==> config.mk <==
export PLATFORM = sky130hd
export DESIGN_NAME = draw_arbiter
export DESIGN_NICKNAME = d
export VERILOG_FILES = /design/src/rtl/draw_pkg.sv /design/src/rtl/rr_pick.sv /design/src/rtl/draw_arbiter.sv
export SDC_FILE = /design/constraint.sdc
export NUM_CORES = 1
export LEC_CHECK = 0
export CAP_MARGIN = 15
export CORE_MARGIN = 10
export CORE_UTILIZATION = 39
export CTS_BUF_LIST = sky130_fd_sc_hd__clkbuf_2 sky130_fd_sc_hd__clkbuf_4 sky130_fd_sc_hd__clkbuf_8
export CTS_CLUSTER_SIZE = 8
export DETAILED_ROUTE_END_ITERATION = 10
export GPL_TIMING_DRIVEN = 0
export PLACE_DENSITY = 0.85
export REMOVE_ABC_BUFFERS = 1
export SYNTH_ARGS = -nofsm -noshare
export SYNTH_HDL_FRONTEND = slang
export SYNTH_SLANG_ARGS = --single-unit
export TNS_END_PERCENT = 50
==> constraint.sdc <==
create_clock -name clock -period 1.7 [get_ports clock]
set_input_delay 0.34 -clock clock [delete_from_list [all_inputs] [get_ports clock]]
set_output_delay 0.34 -clock clock [all_outputs]
set_load 0.01 [all_outputs]
==> src/rtl/draw_pkg.sv <==
// Shared constants and types for the framebuffer draw arbiter.
// Screen geometry, pixel widths, requester slot indices and FSM encoding.
package draw_pkg;

    localparam int SCR_W = 160;
    localparam int SCR_H = 120;

    localparam int X_W   = 8;
    localparam int Y_W   = 7;
    localparam int COL_W = 3;

    localparam int REQ_MENU   = 0;
    localparam int REQ_SPRITE = 1;
    localparam int REQ_ATTACK = 2;
    localparam int REQ_WIN    = 3;

    typedef enum logic [1:0] {
        IDLE    = 2'd0,
        HOLD    = 2'd1,
        RELEASE = 2'd2
    } arb_state_e;

endpackage

==> src/rtl/rr_pick.sv <==
// Combinational round-robin picker: first set request at or after ptr_i,
// searching upward and wrapping from N_REQ-1 back to 0.
module rr_pick #(
    parameter int N_REQ = 4,
    parameter int PW    = $clog2(N_REQ)
) (
    input  logic [N_REQ-1:0] req_i,
    input  logic [PW-1:0]    ptr_i,
    output logic             found_o,
    output logic [PW-1:0]    idx_o
);

    logic [PW:0]   sum;
    logic [PW-1:0] cand;

    // Walk offsets from farthest to nearest so the nearest hit wins.
    always_comb begin
        found_o = 1'b0;
        idx_o   = '0;
        sum     = '0;
        cand    = '0;
        for (int off = N_REQ - 1; off >= 0; off--) begin
            sum = {1'b0, ptr_i} + (PW+1)'(off);
            if (sum >= (PW+1)'(N_REQ)) begin
                sum = sum - (PW+1)'(N_REQ);
            end
            cand = sum[PW-1:0];
            if (req_i[cand]) begin
                found_o = 1'b1;
                idx_o   = cand;
            end
        end
    end

endmodule

==> src/rtl/draw_arbiter.sv <==
// Round-robin owner of the VGA framebuffer write port; a grant is held until
// the owner finishes, abandons, or the watchdog forces it off.
module draw_arbiter #(
    parameter int N_REQ    = 4,
    parameter int X_W      = draw_pkg::X_W,
    parameter int Y_W      = draw_pkg::Y_W,
    parameter int COL_W    = draw_pkg::COL_W,
    parameter int MAX_HOLD = 19200
) (
    input  logic                   clock,
    input  logic                   reset,
    input  logic [N_REQ-1:0]       req,
    input  logic [N_REQ-1:0]       done,
    input  logic [N_REQ-1:0]       plot_in,
    input  logic [N_REQ*X_W-1:0]   x_in,
    input  logic [N_REQ*Y_W-1:0]   y_in,
    input  logic [N_REQ*COL_W-1:0] col_in,
    output logic [N_REQ-1:0]       grant,
    output logic [X_W-1:0]         vga_x,
    output logic [Y_W-1:0]         vga_y,
    output logic [COL_W-1:0]       vga_colour,
    output logic                   vga_plot,
    output logic                   busy,
    output logic [2:0]             owner,
    output logic                   timeout
);

    import draw_pkg::*;

    localparam int PW = $clog2(N_REQ);
    localparam int HW = $clog2(MAX_HOLD) + 1;
    localparam logic [HW-1:0] HOLD_LAST = HW'(MAX_HOLD - 1);

    arb_state_e        state_q;
    logic [N_REQ-1:0]  grant_q;
    logic [PW-1:0]     rrPtr_q;
    logic [PW-1:0]     ownIdx_q;
    logic [HW-1:0]     hold_q;
    logic [HW-1:0]     hold_d;
    logic [X_W-1:0]    vgaX_q;
    logic [Y_W-1:0]    vgaY_q;
    logic [COL_W-1:0]  vgaCol_q;
    logic              vgaPlot_q;
    logic              timeout_q;

    logic              pickFound;
    logic [PW-1:0]     pickIdx;
    logic              ownDone;
    logic              ownReq;
    logic              ownPlot;
    logic [X_W-1:0]    ownX;
    logic [Y_W-1:0]    ownY;
    logic [COL_W-1:0]  ownCol;
    logic [PW-1:0]     nextPtr;

    rr_pick #(
        .N_REQ (N_REQ),
        .PW    (PW)
    ) u_pick (
        .req_i   (req),
        .ptr_i   (rrPtr_q),
        .found_o (pickFound),
        .idx_o   (pickIdx)
    );

    // Owner's view of the engine buses; the counter saturates rather than wraps.
    always_comb begin
        ownDone = done[ownIdx_q];
        ownReq  = req[ownIdx_q];
        ownPlot = plot_in[ownIdx_q];
        ownX    = x_in[ownIdx_q*X_W +: X_W];
        ownY    = y_in[ownIdx_q*Y_W +: Y_W];
        ownCol  = col_in[ownIdx_q*COL_W +: COL_W];
        hold_d  = (hold_q == '1) ? hold_q : hold_q + 1'b1;
        nextPtr = (ownIdx_q == PW'(N_REQ - 1)) ? '0 : ownIdx_q + 1'b1;
    end

    always_ff @(posedge clock) begin
        if (!reset) begin
            state_q   <= IDLE;
            grant_q   <= '0;
            rrPtr_q   <= '0;
            ownIdx_q  <= '0;
            hold_q    <= '0;
            vgaX_q    <= '0;
            vgaY_q    <= '0;
            vgaCol_q  <= '0;
            vgaPlot_q <= 1'b0;
            timeout_q <= 1'b0;
        end else begin
            timeout_q <= 1'b0;
            case (state_q)
                IDLE: begin
                    vgaPlot_q <= 1'b0;
                    if (pickFound) begin
                        ownIdx_q <= pickIdx;
                        grant_q  <= N_REQ'(1) << pickIdx;
                        hold_q   <= '0;
                        state_q  <= HOLD;
                    end
                end
                HOLD: begin
                    // The release-edge pixel is still forwarded so it is not lost.
                    vgaX_q    <= ownX;
                    vgaY_q    <= ownY;
                    vgaCol_q  <= ownCol;
                    vgaPlot_q <= ownPlot;
                    hold_q    <= hold_d;
                    if (ownDone || !ownReq || hold_q == HOLD_LAST) begin
                        grant_q   <= '0;
                        rrPtr_q   <= nextPtr;
                        timeout_q <= ownReq && !ownDone;
                        state_q   <= RELEASE;
                    end
                end
                RELEASE: begin
                    vgaPlot_q <= 1'b0;
                    state_q   <= IDLE;
                end
                default: begin
                    state_q <= IDLE;
                end
            endcase
        end
    end

    assign grant      = grant_q;
    assign vga_x      = vgaX_q;
    assign vga_y      = vgaY_q;
    assign vga_colour = vgaCol_q;
    assign vga_plot   = vgaPlot_q;
    assign busy       = (state_q != IDLE);
    assign owner      = 3'(ownIdx_q);
    assign timeout    = timeout_q;

endmodule
Word-level counts from Yosys, hierarchy flattened
Cells that the tools add are included.

Register bits: 46. Memory bits (read-only): 0. Memories kept: 0. Latch bits: 0. Output and inout bits: 28. Bits in writable memories: 0.

Bitwise operators: 0. Multipliers: 2. Shifts and indexed selects: 4. Reduce and logical (&&, ||, !) cells: 16. $lt $le $gt $ge: 9. Divide/modulo/power cells: 0. Equality and inequality tests: 8. Multiplexer cells: 37. Add/sub/neg operators: 9.

Operators with widths (count): two-way mux 16 bit (2); one-hot mux 16 bit (2 select lines) (1); indexed part select 32 x 6 -> 8 bit (1); indexed part select 28 x 6 -> 7 bit (1); two-way mux 2 bit (11); adder 16 x 1 -> 16 bit (second input constant) (1); == test 16 x 15 -> 1 bit (second input constant) (1); == test 16 bit (second input constant) (1); less-than comparator 2 x 3 -> 1 bit (second input constant) (5); binary-select mux 1 bit (select 2 bit) (7); indexed part select 12 x 5 -> 3 bit (1); two-way mux 1 bit (11); >= comparator 3 bit (second input constant) (3); AND reduction 3 bit (3); two-way mux 4 bit (2); one-hot mux 4 bit (2 select lines) (1); subtractor 2 x 1 -> 2 bit (second input constant) (4); adder 2 x 2 -> 3 bit (second input constant) (2); != test 2 bit (second input constant) (3); AND reduction 2 bit (3); nonzero test 2 bit (3); multiplier 2 x 3 -> 5 bit (second input constant) (1); == test 2 bit (second input constant) (2); multiplier 2 x 2 -> 4 bit (second input constant) (1); other kinds (12) (14).

Depth between registers and ports, before layout
Gate-level depths: netlist of the first run.

Depth after elaboration: 12. Gate-level depth with buffers: 7.

Modules after synthesis
From an unflattened synthesis of the first run, not the netlist that was laid out.

Cell total of the unflattened synthesis: 290. Area total of the unflattened synthesis: 2617.5 µm².

Modules (own cells, without submodules): draw_arbiter (times used 1, seq. area each 920.9 µm², area each 2539.9 µm², cells each 277); rr_pick (times used 1, seq. area each 0.0 µm², area each 77.6 µm², cells each 13).

Least setup slack after synthesis of the first run
Ideal clock, no wire load.

Path type: register -> register. Start: register hold_q[0]. End: register hold_q[2]. Setup slack: -23 ps. Arrival: 1607 ps. Period minus slack after synthesis: 1723 ps. Stages on the path, launching flop included: 7. Setup time: 116 ps. Cells stage by stage: dfxtp_1 -> ha_1 -> and3_1 -> and3_1 -> a21oi_1 -> a21oi_1 -> a31o_2.

Longest elaborated chain between the ends: 3. Elaborated cells between the ends (all ways): 6. Those cells by class: add/sub: 1; eq/ne: 2; mux: 2; reduce/logical: 1.

Ends and longest elaborated chain: start, declared (line draw_arbiter.sv:38) `logic [HW-1:0] hold_q;`; start signal, assigned (line draw_arbiter.sv:108) `hold_q <= hold_d;`; adder 16 x 1 -> 16 bit or == test 16 bit (tied branches) (line draw_arbiter.sv:74) `hold_d = (hold_q == '1) ? hold_q : hold_q + 1'b1;`; two-way mux 16 bit or != test 2 bit (tied branches); one-hot mux 16 bit (2 select lines) or AND reduction 3 bit (tied branches).

Parallel ways exist; a longest one is shown, timed or not. The select of a mux whose other input is x is not followed. A chain may end at the register's enable or synchronous reset.

Worst setup path after layout of the first run
Start: register hold_q[10]. End: register timeout_q (netlist: timeout).

Longest elaborated chain between the ends: 3.

Ends and longest elaborated chain: == test 16 x 15 -> 1 bit (line draw_arbiter.sv:109) `if (ownDone || !ownReq || hold_q == HOLD_LAST) begin`; logical OR 1 bit (line draw_arbiter.sv:109); AND reduction 3 bit (no line); end signal, assigned (line draw_arbiter.sv:112) `timeout_q <= ownReq && !ownDone;`; end, declared (line draw_arbiter.sv:44) `logic timeout_q;`.

No other way between the ends.

==> results_dict.tcl, run 1 <==
set metrics [dict create \
    ys_seq_area_share_pct 35.8 \
    dpl_cell_area_mm2 0.00372 \
    wl_per_cell_um 20.0 \
    io_buffers 112 \
    startpoint_type "flop" \
    tightestPinTransition_ns 0.790 \
    cp-end-kind "flop" \
    syn_inst 281 \
    cap_violations 0 \
    syn_area_mm2 0.00257 \
    first_pass_iters 4 \
    die_y_um 101 \
    clockRootBuffer "clkbuf_8" \
    timing.setup.tns_ns -0.262 \
    n_antenna_cell 0 \
    yosys_register_bits 46 \
    die_w_um 101 \
    grt_pass1_vias 2738 \
    synth_edf_count 0 \
    post-synth-top-area-cell "dfxtp_1" \
    num_rows 29 \
    crit_fanout 8 \
    cp.required_ns 1.95 \
    fin_worst_skew_ns 0.00345 \
    async_reset_ff_share_pct 0 \
    grt_pass1_wl_mm 14.2 \
    status "finished with violations" \
    worstPathArrival_ns 2.04 \
    layout_setup_ws_ns -0.0947 \
    ys_types 49 \
    coreArea_mm2 0.00639 \
    ios 114 \
    clk-insertion-delay-late_ns 0.30 \
    cts_sinks 46 \
    gp_congestion 0.869 \
    grt_max_degree 23 \
    fin_crit_sh_pct 106 \
    worstSetupPathType "flop to flop" \
    slew_headroom_pct 47.2 \
    clk_pin_slew_ns 0.09 \
    synth_area_leaders "dfxtp_1, mux4_2, nand2_1, a21oi_1, nand3_1" \
    numCtsBuffers 5 \
    yosysWarnings 0 \
    synthToLayoutAreaGrowth_pct 64.8 \
    drc 0 \
    worstHoldStart "vga_x[3]" \
    timing.fmax_mhz 557 \
    hpwl_mm 6.66 \
    postSynthAreaPerCell_um2 9.14 \
    grt.total_usage_pct 17.4 \
    fin_crit_ns 1.79 \
    vias_per_cell 5.58 \
    nets 499 \
    whs_ns 0.462 \
    num_vias 2731 \
    critPathLaunch "hold_q[10]" \
    synthFlopType "dfxtp_1" \
    hold_viol 0 \
    power.leakage_nw 1.51 \
    yosys.cell_count.top_type "nand2_1" \
    drive_above_1_share_pct 25.0 \
    htreeDepth 2 \
    postLayoutCellArea_mm2 0.00423 \
    violations "negative setup slack" \
    start_util_pct 40.2 \
    report.final.slew_viol_count 0 \
    cts_tree "yes" \
    netlist.area_leader.share_pct 35.8 \
    antenna_found_initial 0 \
    hp-class "flop to flop" \
    finalSetupViolations 7 \
    drtAntennaViolNets 0 \
    power.density_cell_area_mw_per_mm2 723 \
    overflow 0 \
    reg2reg_from "hold_q[10]" \
    die_area_mm2 0.0102 \
    final_core_util_pct 66.3 \
    power_mw 3.06 \
    ys_top_cells_by_count "nand2_1, dfxtp_1, a21oi_1, mux4_2, nor2_1" \
    cts_max_path_buffers 2 \
    ir_drop_v 0.000588 \
    holdBufCountCts 0 \
    drt_iter0_drc 251 \
    rsz0062_at_grt "true" \
    wl_mm 9.77 \
]
[critical path, stage by stage, from the launching register on]
cell     delay, ns
dfxtp_4       0.36
or4b_4        0.55
nor4_4        0.33
o21a_4        0.21
and2_4        0.15
and2b_1       0.14
[kinds of logic (layout without fill, tap and decap cells)]
family          Yosys count  after routing  share of synthesized area, %
simple gates            126            126                          24.6
compound gates           54             54                          13.8
flops                    46             46                          35.8
buf+inv                  24            155                          4.24
mux                      22             22                          18.3
xor+xnor                  6              6                          2.05
fa+ha+maj                 2              2                         0.974
other cells               1              1                         0.146
[stage by stage]
| step | setup WS, ns | std cells |
|---|---|---|
| after floorplan | -0.512 | 265 |
| after global placement | -1.02 | 454 |
| after detailed placement | -1.14 | 455 |
| after CTS | -0.0572 | 479 |
| after global routing | -0.137 | 489 |
| final | -0.0947 | 489 |
[where the power goes]
group	internal, mW	switching, mW
clock network	0.589	0.388
logic	0.513	0.374
registers	1.14	0.0556
[layout by cell type, fill, tap and decap left out, types with 8 or more instances in the layout]
cell type        synthesis  final
a21oi_1                 28     26
buf_4                    2     20
clkdlybuf4s50_1          0    105
dfxtp_1                 46     32
dfxtp_4                  0      8
mux4_2                  20     20
nand2_1                 53     52
nand3_1                 15     13
nor2_1                  19     19
[state kept, by name (all words and copies together) (netlist names)]
name,cells
vga_x,8
rrPtr_q,2
state_q,2
hold_q,16
ownIdx_q,2
vga_colour,3
vga_y,7
timeout,1
grant,4
vga_plot,1
[repair_timing]
action                                  4_1_cts  5_1_grt
buffers inserted                             16        8
resized for setup                            42       24
cloned                                        0        2
endpoints found under the setup margin       49       43
pin swaps                                     9       15
[final cells by class]
class                      count  area (um^2)
fill                         467         2150
sequential                    46          958
inverter                       8         33.8
timing repair buffer         138         1340
tap                           77         96.3
timing repair inverter         1         7.51
clock buffer                   5         68.8
clock inverter                 3         68.8
multi-input combinational    211         1660
[layer usage]
metal / part of all wire, % / wire [um] / global-route usage [%] / up-vias
met4: 1.8 / 178 / 5.47 / 0
li1: - / - / - / 1283
met1: 39 / 3780 / 19.3 / 1316
met5: 0 / 0 / 0 / -
met3: 6.9 / 678 / 4.42 / 15
met2: 53 / 5140 / 31.6 / 117
[final timing paths]
check | to | cells past startpoint | slack (ns)
setup / recovery | timeout | 5 | -0.09
hold / removal | vga_x[3] | 2 | 0.46
setup reg to reg | timeout | 5 | -0.09
hold reg to reg | vga_x[3] | 2 | 0.46
No activity file was read; power rests on OpenSTA's default activity.
==> run 2: changes to the inputs <==
--- a/config.mk
+++ b/config.mk
@@ -6,13 +6,14 @@
 export NUM_CORES = 1
 export LEC_CHECK = 0
 export CAP_MARGIN = 15
-export CORE_MARGIN = 10
-export CORE_UTILIZATION = 39
+export CORE_MARGIN = 1
+export CORE_UTILIZATION = 35
 export CTS_BUF_LIST = sky130_fd_sc_hd__clkbuf_2 sky130_fd_sc_hd__clkbuf_4 sky130_fd_sc_hd__clkbuf_8
 export CTS_CLUSTER_SIZE = 8
 export DETAILED_ROUTE_END_ITERATION = 10
+export DONT_BUFFER_PORTS = 1
 export GPL_TIMING_DRIVEN = 0
-export PLACE_DENSITY = 0.85
+export PLACE_DENSITY = 0.58
 export REMOVE_ABC_BUFFERS = 1
 export SYNTH_ARGS = -nofsm -noshare
 export SYNTH_HDL_FRONTEND = slang
==> results_dict.tcl, run 2 (same netlist as run 1, synthesis figures left out) <==
set metrics [dict create \
    hold_viol 0 \
    final_core_util_pct 44.1 \
    drt_iter0_drc 71 \
    die_area_mm2 0.00769 \
    hpwl_mm 4.44 \
    holdBufCountCts 0 \
    grt_max_degree 23 \
    regMostFlops "hold_q" \
    reg2reg_from "hold_q[10]" \
    fin_crit_ns 1.72 \
    startpoint_type "flop" \
    grt_pass1_vias 1995 \
    overflow 0 \
    antenna_found_initial 0 \
    drc 0 \
    timing.fmax_mhz 583 \
    cp_slowest_cell "or4b_4" \
    htreeDepth 2 \
    mostFrequentLayoutCell "nand2_1" \
    first_pass_iters 4 \
    start_util_pct 37.0 \
    rrSetupSlack_ns -0.02 \
    coreArea_mm2 0.00694 \
    nets 376 \
    wl_mm 6.52 \
    mostFrequentLayoutCells "nand2_1, dfxtp_1, a21oi_1" \
    crit_fanout 6 \
    ios 114 \
    power.leakage_nw 1.02 \
    rsz0062_at_grt "true" \
    hp-class "input pin to flop" \
    synthToLayoutAreaGrowth_pct 19.1 \
    io_buffers 0 \
    finalSetupViolations 3 \
    grt.total_usage_pct 16.7 \
    largest_reg_flops 16 \
    clk-insertion-delay-late_ns 0.30 \
    die_y_um 87.7 \
    wl_per_cell_um 16.9 \
    fin_crit_sh_pct 101 \
    clockRootBuffer "clkbuf_8" \
    cp-end-kind "flop" \
    status "finished with violations" \
    reg2reg_depth 5 \
    fin_worst_skew_ns 0.00954 \
    clk_pin_slew_ns 0.09 \
    num_rows 30 \
    cts_sinks 46 \
    layout_setup_ws_ns -0.0162 \
    cts_max_path_buffers 2 \
    cap_violations 0 \
    cp.required_ns 1.88 \
    power.density_cell_area_mw_per_mm2 837 \
    die_w_um 87.7 \
    whs_ns 0.174 \
    worstSetupPathType "flop to flop" \
    crit_path_max_incr_delay_ns 0.52 \
    tightestPinTransition_ns 0.710 \
    timing.setup.tns_ns -0.0304 \
    gp_congestion 0.766 \
    violations "negative setup slack" \
    drive_above_1_share_pct 30.4 \
    cts_tree "yes" \
    worstPathArrival_ns 1.89 \
    numCtsBuffers 5 \
    r2r-end "grant[0]" \
    critPathLaunch "hold_q[10]" \
    drtAntennaViolNets 0 \
    worstPathCellList "or4b_4 > nor4_4 > o21a_4 > buf_6 > o32ai_2" \
    vias_per_cell 5.52 \
    slew_headroom_pct 52.6 \
    num_vias 2126 \
    fin_cells 385 \
    n_antenna_cell 0 \
    critical_path.endpoint "grant[0]" \
    ir_drop_v 0.000375 \
    report.final.slew_viol_count 0 \
    dp_cells 362 \
    grt_pass1_wl_mm 9.86 \
]
-- run 2: cell types whose count changed in the layout (fill, tap and decap cells not counted), sizes merged --
| cell | delta |
|---|---|
| buf | -13 |
| bufinv | -1 |
| clkdlybuf4s15 | -1 |
| clkdlybuf4s50 | -105 |
| clkinvlp | -2 |
| dlygate4sd2 | -2 |
| dlymetal6s2s | -1 |
| inv | +2 |
-- run 2: metal layers --
metal  up-vias  track usage, %  part of all wire [%]
met5         -               0                     0
met1      1029            22.0                    45
met4         0            6.86                   1.3
met2        58            26.6                    50
met3         5            3.30                   4.3
li1       1034               -                     -
-- run 2: report_power, final --
group / switching, mW / internal, mW / total [mW]
clock network: 0.392 / 0.441 / 0.833
logic: 0.240 / 0.242 / 0.482
registers: 0.103 / 1.14 / 1.25
total: 0.735 / 1.83 / 2.56
-- run 2: stage by stage --
step / setup slack [ns] / power (mW) / instance area [um^2]
4_1_cts: -0.0402 / 2.58 / 2950
5_1_grt: -0.0777 / 2.69 / 3060
2_1_floorplan: -0.512 / 1.59 / 2490
6_report: -0.0162 / 2.56 / 3060
3_3_place_gp: -0.769 / 1.68 / 2610
3_5_place_dp: -0.725 / 1.70 / 2640
-- run 2: what timing repair did --
item,in CTS,in global routing
endpoints found under the setup margin,45,21
pin swaps,8,14
buffers inserted,12,4
gates resized for setup,32,20
-- run 2: how the worst min path moves through the flow --
stage | startpoint | cells after the start | slack, ns | end
2_1_floorplan | rrPtr_q[0] | 2 | 0.45 | rrPtr_q[0]
3_3_place_gp | rrPtr_q[0] | 2 | 0.48 | rrPtr_q[0]
3_5_place_dp | rrPtr_q[0] | 2 | 0.48 | rrPtr_q[0]
4_1_cts | reset | 2 | 0.16 | vga_plot
5_1_grt | reset | 2 | 0.16 | hold_q[1]
6_report | reset | 2 | 0.17 | rrPtr_q[1]
-- run 2: final cells by class --
class / instances / area, um^2
clock buffer: 5 / 68.8
multi-input combinational: 211 / 1700
fill: 675 / 3880
tap: 96 / 120
clock inverter: 3 / 43.8
inverter: 8 / 30.0
timing repair buffer: 16 / 148
sequential: 46 / 953
-- run 2: critical path, delay by kind of cell (launching register included) --
kind,cells,cell delay (ns)
and+or+nand+nor,2,0.84
buffers and inverters,1,0.12
DFF,1,0.37
AOI/OAI and AO/OA,2,0.25
==> run 3: changes to the inputs <==
--- a/config.mk
+++ b/config.mk
@@ -12,7 +12,6 @@
 export CTS_CLUSTER_SIZE = 8
 export DETAILED_ROUTE_END_ITERATION = 10
 export DONT_BUFFER_PORTS = 1
-export GPL_TIMING_DRIVEN = 0
 export PLACE_DENSITY = 0.58
 export REMOVE_ABC_BUFFERS = 1
 export SYNTH_ARGS = -nofsm -noshare
==> results_dict.tcl, run 3 (same netlist as run 1, synthesis figures left out) <==
set metrics [dict create \
    start_util_pct 37.0 \
    fin_cells 410 \
    num_vias 2182 \
    holdBufCountCts 0 \
    gp_congestion 0.920 \
    fin_worst_skew_ns 0.00574 \
    postLayoutCellArea_mm2 0.00312 \
    dpl_cell_area_mm2 0.00289 \
    mostFrequentLayoutCells "nand2_1, dfxtp_1, buf_4" \
    power.density_cell_area_mw_per_mm2 823 \
    hp-class "input pin to flop" \
    power.leakage_nw 1.12 \
    timing.setup.tns_ns -0.216 \
    hpwl_mm 4.93 \
    dp_cells 397 \
    synthToLayoutAreaGrowth_pct 21.5 \
    coreArea_mm2 0.00694 \
    die_w_um 87.7 \
    fin_crit_sh_pct 103 \
    drtAntennaViolNets 0 \
    cts_max_path_buffers 2 \
    grt.total_usage_pct 17.0 \
    timing.fmax_mhz 568 \
    grt_pass1_vias 2047 \
    first_pass_iters 4 \
    violations "negative setup slack" \
    startpoint_type "flop" \
    hold_viol 0 \
    crit_fanout 8 \
    die_area_mm2 0.00769 \
    layout_setup_ws_ns -0.0594 \
    cp-end-kind "flop" \
    num_rows 30 \
    slew_headroom_pct 64.1 \
    tightestPinTransition_ns 0.538 \
    antenna_found_initial 0 \
    cap_violations 0 \
    nFillCells 682 \
    grt_pass1_wl_mm 9.98 \
    vias_per_cell 5.32 \
    finalSetupViolations 9 \
    whs_ns 0.164 \
    grt_max_degree 23 \
    worstPathArrival_ns 2.00 \
    power_mw 2.57 \
    drive_above_1_share_pct 29.9 \
    largest_reg_flops 16 \
    regMostFlops "hold_q" \
    status "finished with violations" \
    drt_iter0_drc 120 \
    cp.required_ns 1.94 \
    worstSetupPathType "flop to flop" \
    wl_per_cell_um 16.0 \
    ios 114 \
    mostFrequentLayoutCell "nand2_1" \
    io_buffers 0 \
    die_y_um 87.7 \
    cts_sinks 46 \
    ir_drop_v 0.000444 \
    pre_cts_slack_ns -0.0577 \
    report.final.slew_viol_count 0 \
    overflow 0 \
    final_core_util_pct 44.9 \
    rsz0062_at_grt "true" \
    clockRootBuffer "clkbuf_8" \
    clk_pin_slew_ns 0.08 \
    cts_tree "yes" \
    drc 0 \
    numCtsBuffers 5 \
    clk-insertion-delay-late_ns 0.29 \
    htreeDepth 2 \
    nets 401 \
    n_antenna_cell 0 \
    wl_mm 6.54 \
    fin_crit_ns 1.76 \
]
==> run 3: final cells by class <==
| type | count | area [um^2] | area share (%) |
|---|---|---|---|
| Multi-Input combinational cell | 211 | 1600 | 51.4 |
| Sequential cell | 46 | 926 | 29.7 |
| Timing Repair Buffer | 41 | 328 | 10.5 |
| Tap cell | 96 | 120 | 3.85 |
| Clock buffer | 6 | 76.3 | 2.45 |
| Clock inverter | 2 | 37.5 | 1.20 |
| Inverter | 8 | 30.0 | 0.962 |
==> run 3: power breakdown <==
part | total (mW) | switching, mW | internal [mW]
registers | 1.23 | 0.0781 | 1.15
clock network | 0.827 | 0.372 | 0.455
logic | 0.516 | 0.250 | 0.266
==> run 3: critical path, stage by stage (launching register included) <==
cell     delay (ns)
dfxtp_2        0.34
or4bb_4        0.55
nor4_4         0.26
buf_4          0.15
o21a_4         0.15
and2_4         0.14
and2b_1        0.11
==> run 3: final timing paths <==
check             startpoint    endpoint  slack (ns)  cells past startpoint
hold reg to reg   rrPtr_q[0]  rrPtr_q[0]        0.49                      2
setup / recovery  hold_q[13]     timeout       -0.06                      6
hold / removal         reset    vga_plot        0.16                      2
setup reg to reg  hold_q[13]     timeout       -0.06                      6
==> run 3: repair_timing <==
item | 4_1_cts | 5_1_grt
resized for setup | 2 | 16
pin swaps | 4 | 11
endpoints found under the setup margin | 4 | 20
buffers inserted | 2 | 5
==> run 3: per-layer routing <==
layer	GRT usage, %	routed length, um	share of wire, %	up-vias
met4	6.56	117	1.8	0
met2	26.6	3170	49	74
met5	0	0	0	-
li1	-	-	-	1079
met1	22.3	2890	44	1020
met3	4.62	359	5.5	9
==> RTL change (settings of run 3) <==
Make the reset (`reset`) asynchronous in one clocked block.
--- a/src/rtl/draw_arbiter.sv
+++ b/src/rtl/draw_arbiter.sv
@@ -76,5 +76,5 @@
     end
 
-    always_ff @(posedge clock) begin
+    always_ff @(posedge clock or negedge reset) begin
         if (!reset) begin
             state_q   <= IDLE;
Check against the original RTL: differs if reset is asserted again (counterexample within 4 cycles, from zero or initial values and one cycle with reset low); with reset held inactive, the same outputs for 10 cycles.
==> RTL change against run 3 <==
The run still ends with negative setup slack left. Clock skew up 0.0050 ns. Area after synthesis rose by 2.4%. Count of clock-buffer cells in the layout shrank 1. Worst hold slack improved by 0.23 ns. Cell area increased by 9.7%. Via count is 5.9% lower. Worst setup slack got worse by 0.20 ns. Non-clock buffer count up 12. Sequential cell count did not move. Routed wire length up 0.89%. Critical endpoint is now hold_q[15].
Power is not compared: it rests on default switching activity, and its combinational part moved more than twofold at a synthesized area within 25%.
==> RTL change: results (changes against run 3) <==
clock buffer count=5 (-1); Syn Area/Cell=11.64 sq um (+27%); clock slew at reported path FFs=0.10 ns (+0.02 ns); GPL Wtd Cong=0.8045 (-13%); # setup viols final=23 (+14); status=finished, violations left; most frequent cells after synthesis=dfrtp_1 (46), nand2_1 (20), nor2_1 (20); Synth cell types=51 (+4.1%); max incr delay on CP=0.53 ns (-0.02 ns); Final nets=363 (-9.5%); worst-skew pair later-pin latency=0.31 ns (+0.02 ns); hold_ws=0.3919 ns (+0.2280 ns); layout cells sized above 1=0.4565 (+0.1572); Total Negative Setup Slacks=-3.347 ns (-3.131 ns); placed cell area=3067 sq um (+6.0%); footprint of the multi-input gates=1554 sq um (-3.0%); Non-CTS inverters=7 (-1); failing checks=negative setup slack; non-clk buf share=0.1320 (+0.02694); # fillers=652 (-4.4%); Area contributors post-synth=dfrtp_1 (44%), mux4_2 (16%), mux2_2 (7.7%); multi-input logic cell count=162 (-23%); sequential cell area=1152 sq um (+24%); final worst-path setup slack=-0.2601 ns (-0.2007 ns); non-clock buffer count=53 (+29%)
==> RTL change: cell types whose count changed after synthesis, moves of 3 or more <==
| cell | change |
|---|---|
| or4_1 | +3 |
| or2_1 | +3 |
| mux2_2 | +18 |
| nand2_1 | -33 |
| clkbuf_1 | -4 |
| dfrtp_1 | +46 |
| o21ai_1 | +4 |
| nand3_1 | -7 |
| nand2b_1 | -8 |
| dfxtp_1 | -46 |
| a21oi_1 | -19 |
| o21ai_0 | -3 |
==> RTL change: layer usage <==
layer / global-route usage / vias up / wire length [um]
met4: 0.05865 / 0 / 106
met2: 0.2895 / 96 / 3244
met3: 0.04104 / 7 / 428
li1: - / 950 / -
met5: 0 / - / 0
met1: 0.2184 / 1001 / 2822
==> RTL change: logic make-up (layout without fill, tap and decap cells) <==
kind of cell / after synthesis / count (layout) / share of synthesized area
adders and majority gates: 2 / 2 / 0.009513
and+or+nand+nor: 74 / 74 / 0.1432
muxes: 41 / 41 / 0.2559
other: 1 / 1 / 0.001426
AOI/OAI and AO/OA: 35 / 35 / 0.09134
xor gates and xnor gates: 9 / 9 / 0.02997
buffers and inverters: 18 / 68 / 0.03093
DFF: 46 / 46 / 0.4377
==> RTL change: worst paths after layout <==
| path | depth (start not counted) | startpoint | end |
|---|---|---|---|
| max | 6 | hold_q[1] | hold_q[15] |
| min | 2 | y_in[5] | vga_y[5] |
| max reg2reg | 6 | hold_q[1] | hold_q[15] |
| min reg2reg | 1 | rrPtr_q[0] | rrPtr_q[0] |
| max in group asynchronous | 2 | reset | ownIdx_q[0] |
| min in group asynchronous | 2 | reset | hold_q[3] |
==> RTL change: repair_timing <==
item / CTS / global route
hold buffers: 2 / 0
pin swaps: 6 / 7
setup endpoints to repair: 23 / 30
endpoints found under the hold margin: 46 / 0
gates resized for setup: 17 / 19
setup buffers: 3 / 3
